--- src/rtl/regfile_pkg.sv ---
`default_nettype none
// ============================================================================
// Module      : regfile_pkg
// Description : Shared types and helpers for the register-file dump path.
//               It holds the dumper FSM state encoding, the stream byte width
//               and the address-width function. The dumper and the register
//               file both use that function, so their AW values always match.
// Revision    : 1.0 - initial release
// ============================================================================
package regfile_pkg;

    typedef enum logic [1:0] {
        IDLE  = 2'd0,
        FETCH = 2'd1,
        SEND  = 2'd2,
        DONE  = 2'd3
    } state_e;

    localparam int BYTE_W = 8;

    // Index width for a register file of reg_count entries (at least 1 bit).
    function automatic int addr_width(input int reg_count);
        return (reg_count > 1) ? $clog2(reg_count) : 1;
    endfunction

endpackage
`default_nettype wire

--- src/rtl/regfile_dumper_serializer.sv ---
`default_nettype none
// ============================================================================
// Module      : word_serializer
// Description : Loads one REG_WIDTH word and emits it least-significant byte
//               first on an 8-bit valid/ready stream. It flags the byte that
//               ends the word, and the byte that ends the whole dump when the
//               loaded word is the final one.
// Revision    : 1.0 - initial release
// ============================================================================
module word_serializer
    import regfile_pkg::*;
#(
    parameter int REG_WIDTH = 32
) (
    input  logic                 clk,
    input  logic                 rst_n,
    input  logic                 load_i,
    input  logic [REG_WIDTH-1:0] load_data_i,
    input  logic                 last_word_i,
    output logic [BYTE_W-1:0]    data_o,
    output logic                 valid_o,
    input  logic                 ready_i,
    output logic                 last_o,
    output logic                 word_done_o
);

    localparam int BYTES = REG_WIDTH / BYTE_W;
    localparam int IW    = (BYTES > 1) ? $clog2(BYTES) : 1;
    localparam logic [IW-1:0] LAST_IDX = IW'(BYTES - 1);

    logic [REG_WIDTH-1:0] shreg_q;
    logic [IW-1:0]        idx_q;
    logic                 valid_q;
    logic                 last_word_q;
    logic                 hs;
    logic                 final_byte;

    assign hs         = valid_q & ready_i;
    assign final_byte = (idx_q == LAST_IDX);

    // Snapshot the word on load, then step one byte per accepted handshake.
    // valid stays up from load until the last byte is accepted.
    always_ff @(posedge clk or negedge rst_n) begin
        if (!rst_n) begin
            shreg_q     <= '0;
            idx_q       <= '0;
            valid_q     <= 1'b0;
            last_word_q <= 1'b0;
        end else if (load_i) begin
            shreg_q     <= load_data_i;
            idx_q       <= '0;
            valid_q     <= 1'b1;
            last_word_q <= last_word_i;
        end else if (hs) begin
            if (!final_byte) begin
                shreg_q <= shreg_q >> BYTE_W;
                idx_q   <= idx_q + 1'b1;
            end else begin
                valid_q <= 1'b0;
            end
        end
    end

    assign data_o      = shreg_q[BYTE_W-1:0];
    assign valid_o     = valid_q;
    assign last_o      = valid_q & last_word_q & final_byte;
    assign word_done_o = hs & final_byte;

endmodule
`default_nettype wire

--- src/rtl/regfile_dumper.sv ---
`default_nettype none
// ============================================================================
// Module      : regfile_dumper
// Description : Walks a contiguous, wrapping range of registers through one
//               asynchronous read port. Each word is serialized as a
//               little-endian byte stream with valid/ready handshaking. A
//               done pulse follows the final byte.
// Revision    : 1.0 - initial release
// ============================================================================
module regfile_dumper
    import regfile_pkg::*;
#(
    parameter  int REG_WIDTH = 32,
    parameter  int REG_COUNT = 16,
    localparam int AW        = addr_width(REG_COUNT)
) (
    input  logic                 clk,
    input  logic                 rst_n,
    input  logic                 start,
    input  logic [AW-1:0]        first_addr,
    input  logic [AW:0]          count,
    output logic                 busy,
    output logic                 done,
    output logic [AW-1:0]        rd_addr,
    input  logic [REG_WIDTH-1:0] rd_data,
    output logic [BYTE_W-1:0]    out_data,
    output logic                 out_valid,
    input  logic                 out_ready,
    output logic                 out_last
);

    localparam logic [AW-1:0] LAST_ADDR = AW'(REG_COUNT - 1);
    localparam logic [AW:0]   ONE_LEFT  = {{AW{1'b0}}, 1'b1};

    state_e        state_q;
    logic [AW-1:0] addr_q;
    logic [AW:0]   remaining_q;
    logic          load;
    logic          last_word;
    logic          word_done;

    assign load      = (state_q == FETCH);
    assign last_word = (remaining_q == ONE_LEFT);

    // Sequencer: latch the range on start, then alternate FETCH/SEND per word.
    // addr_q wraps modulo REG_COUNT.
    always_ff @(posedge clk or negedge rst_n) begin
        if (!rst_n) begin
            state_q     <= IDLE;
            addr_q      <= '0;
            remaining_q <= '0;
        end else begin
            case (state_q)
                IDLE: begin
                    if (start) begin
                        if (count != '0) begin
                            addr_q      <= first_addr;
                            remaining_q <= count;
                            state_q     <= FETCH;
                        end else begin
                            state_q <= DONE;
                        end
                    end
                end
                FETCH: state_q <= SEND;
                SEND: begin
                    if (word_done) begin
                        if (last_word) begin
                            state_q <= DONE;
                        end else begin
                            addr_q      <= (addr_q == LAST_ADDR) ? '0 : addr_q + 1'b1;
                            remaining_q <= remaining_q - 1'b1;
                            state_q     <= FETCH;
                        end
                    end
                end
                DONE:    state_q <= IDLE;
                default: state_q <= IDLE;
            endcase
        end
    end

    assign busy    = (state_q != IDLE);
    assign done    = (state_q == DONE);
    assign rd_addr = addr_q;

    word_serializer #(
        .REG_WIDTH (REG_WIDTH)
    ) u_ser (
        .clk         (clk),
        .rst_n       (rst_n),
        .load_i      (load),
        .load_data_i (rd_data),
        .last_word_i (last_word),
        .data_o      (out_data),
        .valid_o     (out_valid),
        .ready_i     (out_ready),
        .last_o      (out_last),
        .word_done_o (word_done)
    );

endmodule
`default_nettype wire
--- config.mk ---
export PLATFORM = sky130hd
export DESIGN_NAME = regfile_dumper
export DESIGN_NICKNAME = d
export VERILOG_FILES = /design/src/rtl/regfile_pkg.sv /design/src/rtl/regfile_dumper_serializer.sv /design/src/rtl/regfile_dumper.sv
export SDC_FILE = /design/constraint.sdc
export NUM_CORES = 1
export LEC_CHECK = 0
export BUFFER_PORTS_ARGS = -buffer_cell sky130_fd_sc_hd__buf_4
export CAP_MARGIN = 10
export CORE_MARGIN = 1
export CORE_UTILIZATION = 45
export DETAILED_ROUTE_END_ITERATION = 8
export GPL_TIMING_DRIVEN = 0
export PLACE_DENSITY = 0.69
export SETUP_SLACK_MARGIN = 0.4
export SLEW_MARGIN = 0
export SYNTH_ARGS = -nofsm -noshare
export SYNTH_HDL_FRONTEND = slang
export SYNTH_SLANG_ARGS = --single-unit
--- constraint.sdc ---
create_clock -name clk -period 3.1 [get_ports clk]
set_clock_uncertainty 0.1 [all_clocks]
set_input_delay 0 -clock clk [delete_from_list [all_inputs] [get_ports clk]]
set_output_delay 0 -clock clk [all_outputs]
set_load 0.005 [all_outputs]
==> results of run 1 <==
registers in the layout (all words and copies together), names as in the netlist:
register           cells
u_ser.shreg_q         32
remaining_q            5
rd_addr                4
state_q                2
u_ser.idx_q            2
u_ser.last_word_q      1
u_ser.valid_o          1
worst paths after layout:
path | from | endpoint | slack, ns | depth (start not counted)
min in group clk | rd_data[28] | u_ser.shreg_q[28] | 0.32 | 4
max in group asynchronous | rst_n | state_q[1] | 2.38 | 2
worst max-delay path | remaining_q[1] | remaining_q[1] | 1.24 | 6
worst max register to register | remaining_q[1] | remaining_q[1] | 1.24 | 6
worst min register to register | u_ser.last_word_q | u_ser.last_word_q | 0.38 | 2
worst min-delay path | rst_n | u_ser.shreg_q[13] | 0.12 | 2
cell families (layout without fill, tap and decap cells):
kind of cell / after synthesis / in the layout / share of synthesized area
xor gates and xnor gates: 1 / 1 / 0.003592
buffers and inverters: 27 / 139 / 0.07234
AOI/OAI and AO/OA: 52 / 52 / 0.1437
DFF: 47 / 47 / 0.4823
adders and majority gates: 4 / 4 / 0.02052
and+or+nand+nor: 89 / 89 / 0.1709
muxes: 26 / 26 / 0.1067
report_power, final:
group          switching [mW]  total (mW)  leakage, nW  internal (mW)
Clock                   0.213       0.371       0.0412          0.158
Sequential              0.208        1.10        0.594          0.893
Combinational           0.627        1.28         1.08          0.656
routing by layer:
metal	wire (um)	vias up	global-route usage
li1	-	1070	-
met1	2715	1038	0.2824
met2	2918	62	0.3978
met3	274	6	0.05026
met4	70	0	0.06584
met5	0	-	0
stage by stage:
stage	std cells	worst slack, ns
floorplan	246	1.566
global placement	376	1.308
detailed placement	376	1.267
CTS	428	1.244
global route	428	1.081
finish	428	1.237
what timing repair did:
item | CTS | global route
endpoints found under the hold margin | 90 | 0
gates resized for setup | 0 | 0
hold buffers | 44 | 0
cell usage after synthesis (4+ instances only):
cell	count	area, sq um
ha_1	4	50.05
buf_4	12	90.09
nand2_1	53	198.9
nand3_1	13	65.06
o21ai_0	26	130.1
buf_2	5	25.02
o2bb2ai_1	4	35.03
dfrtp_1	47	1176
mux2i_1	26	260.3
nand2b_1	5	31.28
nor2_1	6	22.52
clkbuf_1	4	15.01
a21oi_1	6	30.03
cell usage in the layout, fill, tap and decap left out, drive strengths merged, types with 2 or more instances in the layout:
cell type     n
inv           2
a41oi         2
o211ai        3
a31oi         4
o2bb2ai       4
nor2          6
clkbuf       11
mux2i        26
ha            4
a22oi         2
a21oi         7
dlygate4sd3  44
nand2b        5
nor3          2
o21ai        26
nand3        13
dfrtp        47
a21o          2
nand2        53
buf          80
nor2b         2
area by class of cell:
type                       instances  area (sq um)  area share
multi-input combinational        172          1086      0.3101
inverter                           2         7.507    0.002144
timing repair buffer             104         890.9      0.2544
clock buffer                       6         72.57     0.02072
tap                               70         87.58     0.02501
buffer                            25         168.9     0.04823
clock inverter                     2         12.51    0.003573
sequential                        47          1176      0.3358
==> flow_summary.yaml, run 1 <==
detailed_routing:
  drt-wirelength-per-cell_um: 13.97
  first_pass_iters: 4
  drtAntennaViolNets: 0
  routed-via-count: 2176
  drt_iter0_markers: 144
  drc_errors: 0
  viasPerCell: 5.084
  wirelength_mm: 5.979
run_status:
  status: "completed"
setup_path:
  worstPathCellList: "inv_1, ha_1, nor4b_2, a22oi_2, nand2_1, mux2i_1"
  critPathMaxFanout: 5
  slowest_delay_ns: 0.43
  cp.arrival_ns: 1.99
  critPathCaptureType: "flip-flop"
  critPathBufInv: 1
  worstSetupPathType: "reg2reg"
  cp_slowest_cell: "nor4b_2"
  crit_required_ns: 3.23
  critPathLaunchType: "flip-flop"
  critPathTopFamily: "simple AND/OR/NAND/NOR gates"
sta:
  hold_viol: 0
  tightest_slew_ns: 0.5813
  relSlewSlack: 0.6125
  maxSlewViolCount: 0
  finalSetupTns_ns: 0
  period_share: 0.6008
  fin_crit_ns: 1.863
  holdWs_ns: 0.1249
  clock.fmax_mhz: 536.9
  setup_viol: 0
  rsz0062_at_grt: "false"
synthesis:
  netlist_instances: 246
  ys.warnings.count: 0
  ys_types: 37
  synth_edf_count: 0
  synth-main-ff-cell: "dfrtp_1"
  syn_avg_cell_area_sq_um: 9.913
  syn_nets: 295
  async_reset_ff_frac: 1.000
  synth-seq-cells: 47
  synth-seq-area-share: 0.4823
  syn_area_sq_um: 2439
floorplan:
  die_h_um: 75.62
  design.core.area_sq_um: 5172
  ioPinCount: 61
  fp-row-count: 26
  fp.dieW_um: 75.62
  die_area_sq_um: 5718
  initial_core_util: 0.4715
placed_design:
  hpwl_mm: 3.980
  numPortBuffers: 60
  dpl-instance-area_sq_um: 2977
  gp_congestion: 0.8907
power_and_ir_drop:
  ir_drop_v: 0.0004285
  cellPowerDensity_nw_per_um2: 786.6
  leakage_nw: 1.718
  total_power_mw: 2.755
clock_tree:
  post_cts.repair.setup_buffers: 0
  clockRootBuffer: "clkbuf_8"
  clkSinkCount: 47
  tritoncts: "built"
  cts_buffer_depth: 2
  clk_latency_ns: 0.31
  clk_pin_slew_ns: 0.09
  htreeDepth: 2
  cts_made_buffers: 5
global_routing:
  first_global_vias: 2030
  overflow: 0
  grtUsageTotal: 0.2272
  grt_pass1_wl_mm: 9.439
  grt_max_degree: 48
  antenna_found_initial: 0
finish:
  drive_gt1_frac: 0.2709
  area_growth_pct: 43.61
  fin_area_sq_um: 3502
  post-route-util: 0.6771
  num-fill-cells: 424
  fin_nets: 406
  diodes: 0
hold_path:
  hp-class: "in2async"
flow_run:
  cap_violations: 0
Power figures use the tool's default switching activity.
==> inputs of run 2 (changes only) <==
--- a/config.mk
+++ b/config.mk
@@ -11,7 +11,7 @@
 export CORE_UTILIZATION = 45
 export DETAILED_ROUTE_END_ITERATION = 8
 export GPL_TIMING_DRIVEN = 0
-export PLACE_DENSITY = 0.69
+export PLACE_DENSITY = 0.72
 export SETUP_SLACK_MARGIN = 0.4
 export SLEW_MARGIN = 0
 export SYNTH_ARGS = -nofsm -noshare
==> constraint.sdc (replaced) <==
create_clock -name clk -period 1.68 [get_ports clk]
set_clock_uncertainty 0.1 [all_clocks]
set_input_delay 0 -clock clk [delete_from_list [all_inputs] [get_ports clk]]
set_output_delay 0 -clock clk [all_outputs]
set_load 0.005 [all_outputs]
==> flow_summary.yaml, run 2 (synthesized netlist as in run 1, its figures left out) <==
detailed_routing:
  route.met2.wl_mm: 3.470
  drtAntennaViolNets: 0
  wl_met1_mm: 3.086
  wirelength_mm: 6.914
  dr.max_layer_used: "met4"
  drt-wirelength-per-cell_um: 15.33
  first_pass_iters: 4
  viasPerCell: 5.109
  routed-via-count: 2304
  wl_met3_um: 273
  drc_errors: 0
  drt_iter0_markers: 129
sta:
  holdWs_ns: 0.03551
  maxSlewViolCount: 0
  setup_viol: 0
  relSlewSlack: 0.5907
  finalSetupTns_ns: 0
  setup_ws_ns: 0.04722
  rsz0062_at_grt: "true"
  fin_crit_ns: 1.633
  period_share: 0.9719
  tightest_slew_ns: 0.6140
  clock.fmax_mhz: 612.5
  hold_viol: 0
power_and_ir_drop:
  leakage_nw: 1.941
  ir_drop_v: 0.001024
  cellPowerDensity_nw_per_um2: 1547
placed_design:
  place_inst: 376
  hpwl_mm: 3.935
  dpl-instance-area_sq_um: 3059
  pre_cts_slack_ns: 0.01348
  numPortBuffers: 60
  gp_congestion: 0.8600
floorplan:
  die_area_sq_um: 5718
  fp.dieW_um: 75.62
  die_h_um: 75.62
  ioPinCount: 61
  initial_core_util: 0.4715
  fp-row-count: 26
  design.core.area_sq_um: 5172
setup_path:
  critPathCaptureType: "flip-flop"
  worstPathCellList: "ha_4, nor4b_4, a22oi_2, buf_6, buf_6, o211ai_2, o2bb2ai_1"
  r2r-start: "remaining_q[0]"
  cp.arrival_ns: 1.72
  cp_slowest_cell: "dfrtp_1"
  crit_top_cell: "buf_6"
  critPathTopFamily: "flip-flops"
  crit_start: "remaining_q[0]"
  critPathBufInv: 2
  crit_required_ns: 1.76
  slowest_delay_ns: 0.43
  worstSetupPathType: "reg2reg"
  critPathLaunchType: "flip-flop"
  critPathMaxFanout: 5
finish:
  largest_register: "u_ser.shreg_q"
  fin_cells: 451
  layout_commonest_cell: "buf_4"
  largest_reg_flops: 32
  area_growth_pct: 66.70
  fin_nets: 429
  final_cell_mix: "76 x buf_4, 46 x nand2_1, 46 x dfrtp_1"
  diodes: 0
  fin_area_sq_um: 4065
  drive_gt1_frac: 0.4173
run_status:
  status: "completed"
clock_tree:
  tritoncts: "built"
  clk_latency_ns: 0.30
  clockRootBuffer: "clkbuf_8"
  cts_made_buffers: 5
  clkSinkCount: 47
  clk_pin_slew_ns: 0.09
  htreeDepth: 2
  cts_buffer_depth: 2
global_routing:
  overflow: 0
  grt_max_degree: 48
  antenna_found_initial: 0
  first_global_vias: 2183
  grt_pass1_wl_mm: 10.52
  grtUsageTotal: 0.2460
hold_path:
  hp-class: "in2reg"
  hold_path_startpoint: "count[0]"
flow_run:
  cap_violations: 0
run 2: changes by cell type in the layout (fill, tap and decap cells not counted), sizes merged:
cell / change
clkbuf: -2
clkinvlp: -1
buf: +24
inv: +1
bufinv: +1
run 2: routing by layer:
metal / vias up / GRT usage
met1: 1111 / 0.3410
met2: 61 / 0.4018
met3: 9 / 0.03307
li1: 1123 / -
met4: 0 / 0.08025
met5: - / 0
run 2: layout make-up:
type | instances | area, sq um
timing repair buffer | 127 | 1185
clock buffer | 5 | 68.82
multi-input combinational | 172 | 1259
clock inverter | 3 | 47.55
fill | 301 | 1107
tap | 70 | 87.58
inverter | 2 | 7.507
sequential | 47 | 1177
buffer | 25 | 232.7
run 2: report_power, final:
group	total [mW]	switching (mW)	leakage, nW	internal (mW)
Combinational	3.32	1.48	1.29	1.85
Clock	0.866	0.414	0.0587	0.452
Sequential	2.10	0.452	0.593	1.65
run 2: what timing repair did:
item,CTS,global route
hold endpoints to repair,90,0
setup buffers,10,8
gates resized for setup,33,27
hold buffers,44,0
gates cloned,4,1
endpoints found under the setup margin,49,50
pin swaps,11,10
run 2: worst register-to-register path, cell delays in order (launching register included):
cell and delay (ns):
dfrtp_1 0.43, ha_4 0.17, nor4b_4 0.13, a22oi_2 0.17
buf_6 0.15, buf_6 0.14, o211ai_2 0.09, o2bb2ai_1 0.15
run 2: worst paths after layout:
kind / slack (ns) / endpoint / depth (start not counted)
min in group asynchronous: 0.14 / u_ser.shreg_q[7] / 2
max reg2reg: 0.05 / remaining_q[3] / 7
max in group asynchronous: 0.88 / state_q[0] / 2
min: 0.04 / remaining_q[0] / 4
min reg2reg: 0.41 / u_ser.last_word_q / 2
max: 0.05 / remaining_q[3] / 7
run 2: through the flow:
stage	total power, mW	utilization
global route	6.724	0.7859
detailed placement	4.526	0.5914
floorplan	3.752	-
global placement	4.426	0.5914
CTS	5.967	0.7525
finish	6.288	0.7859
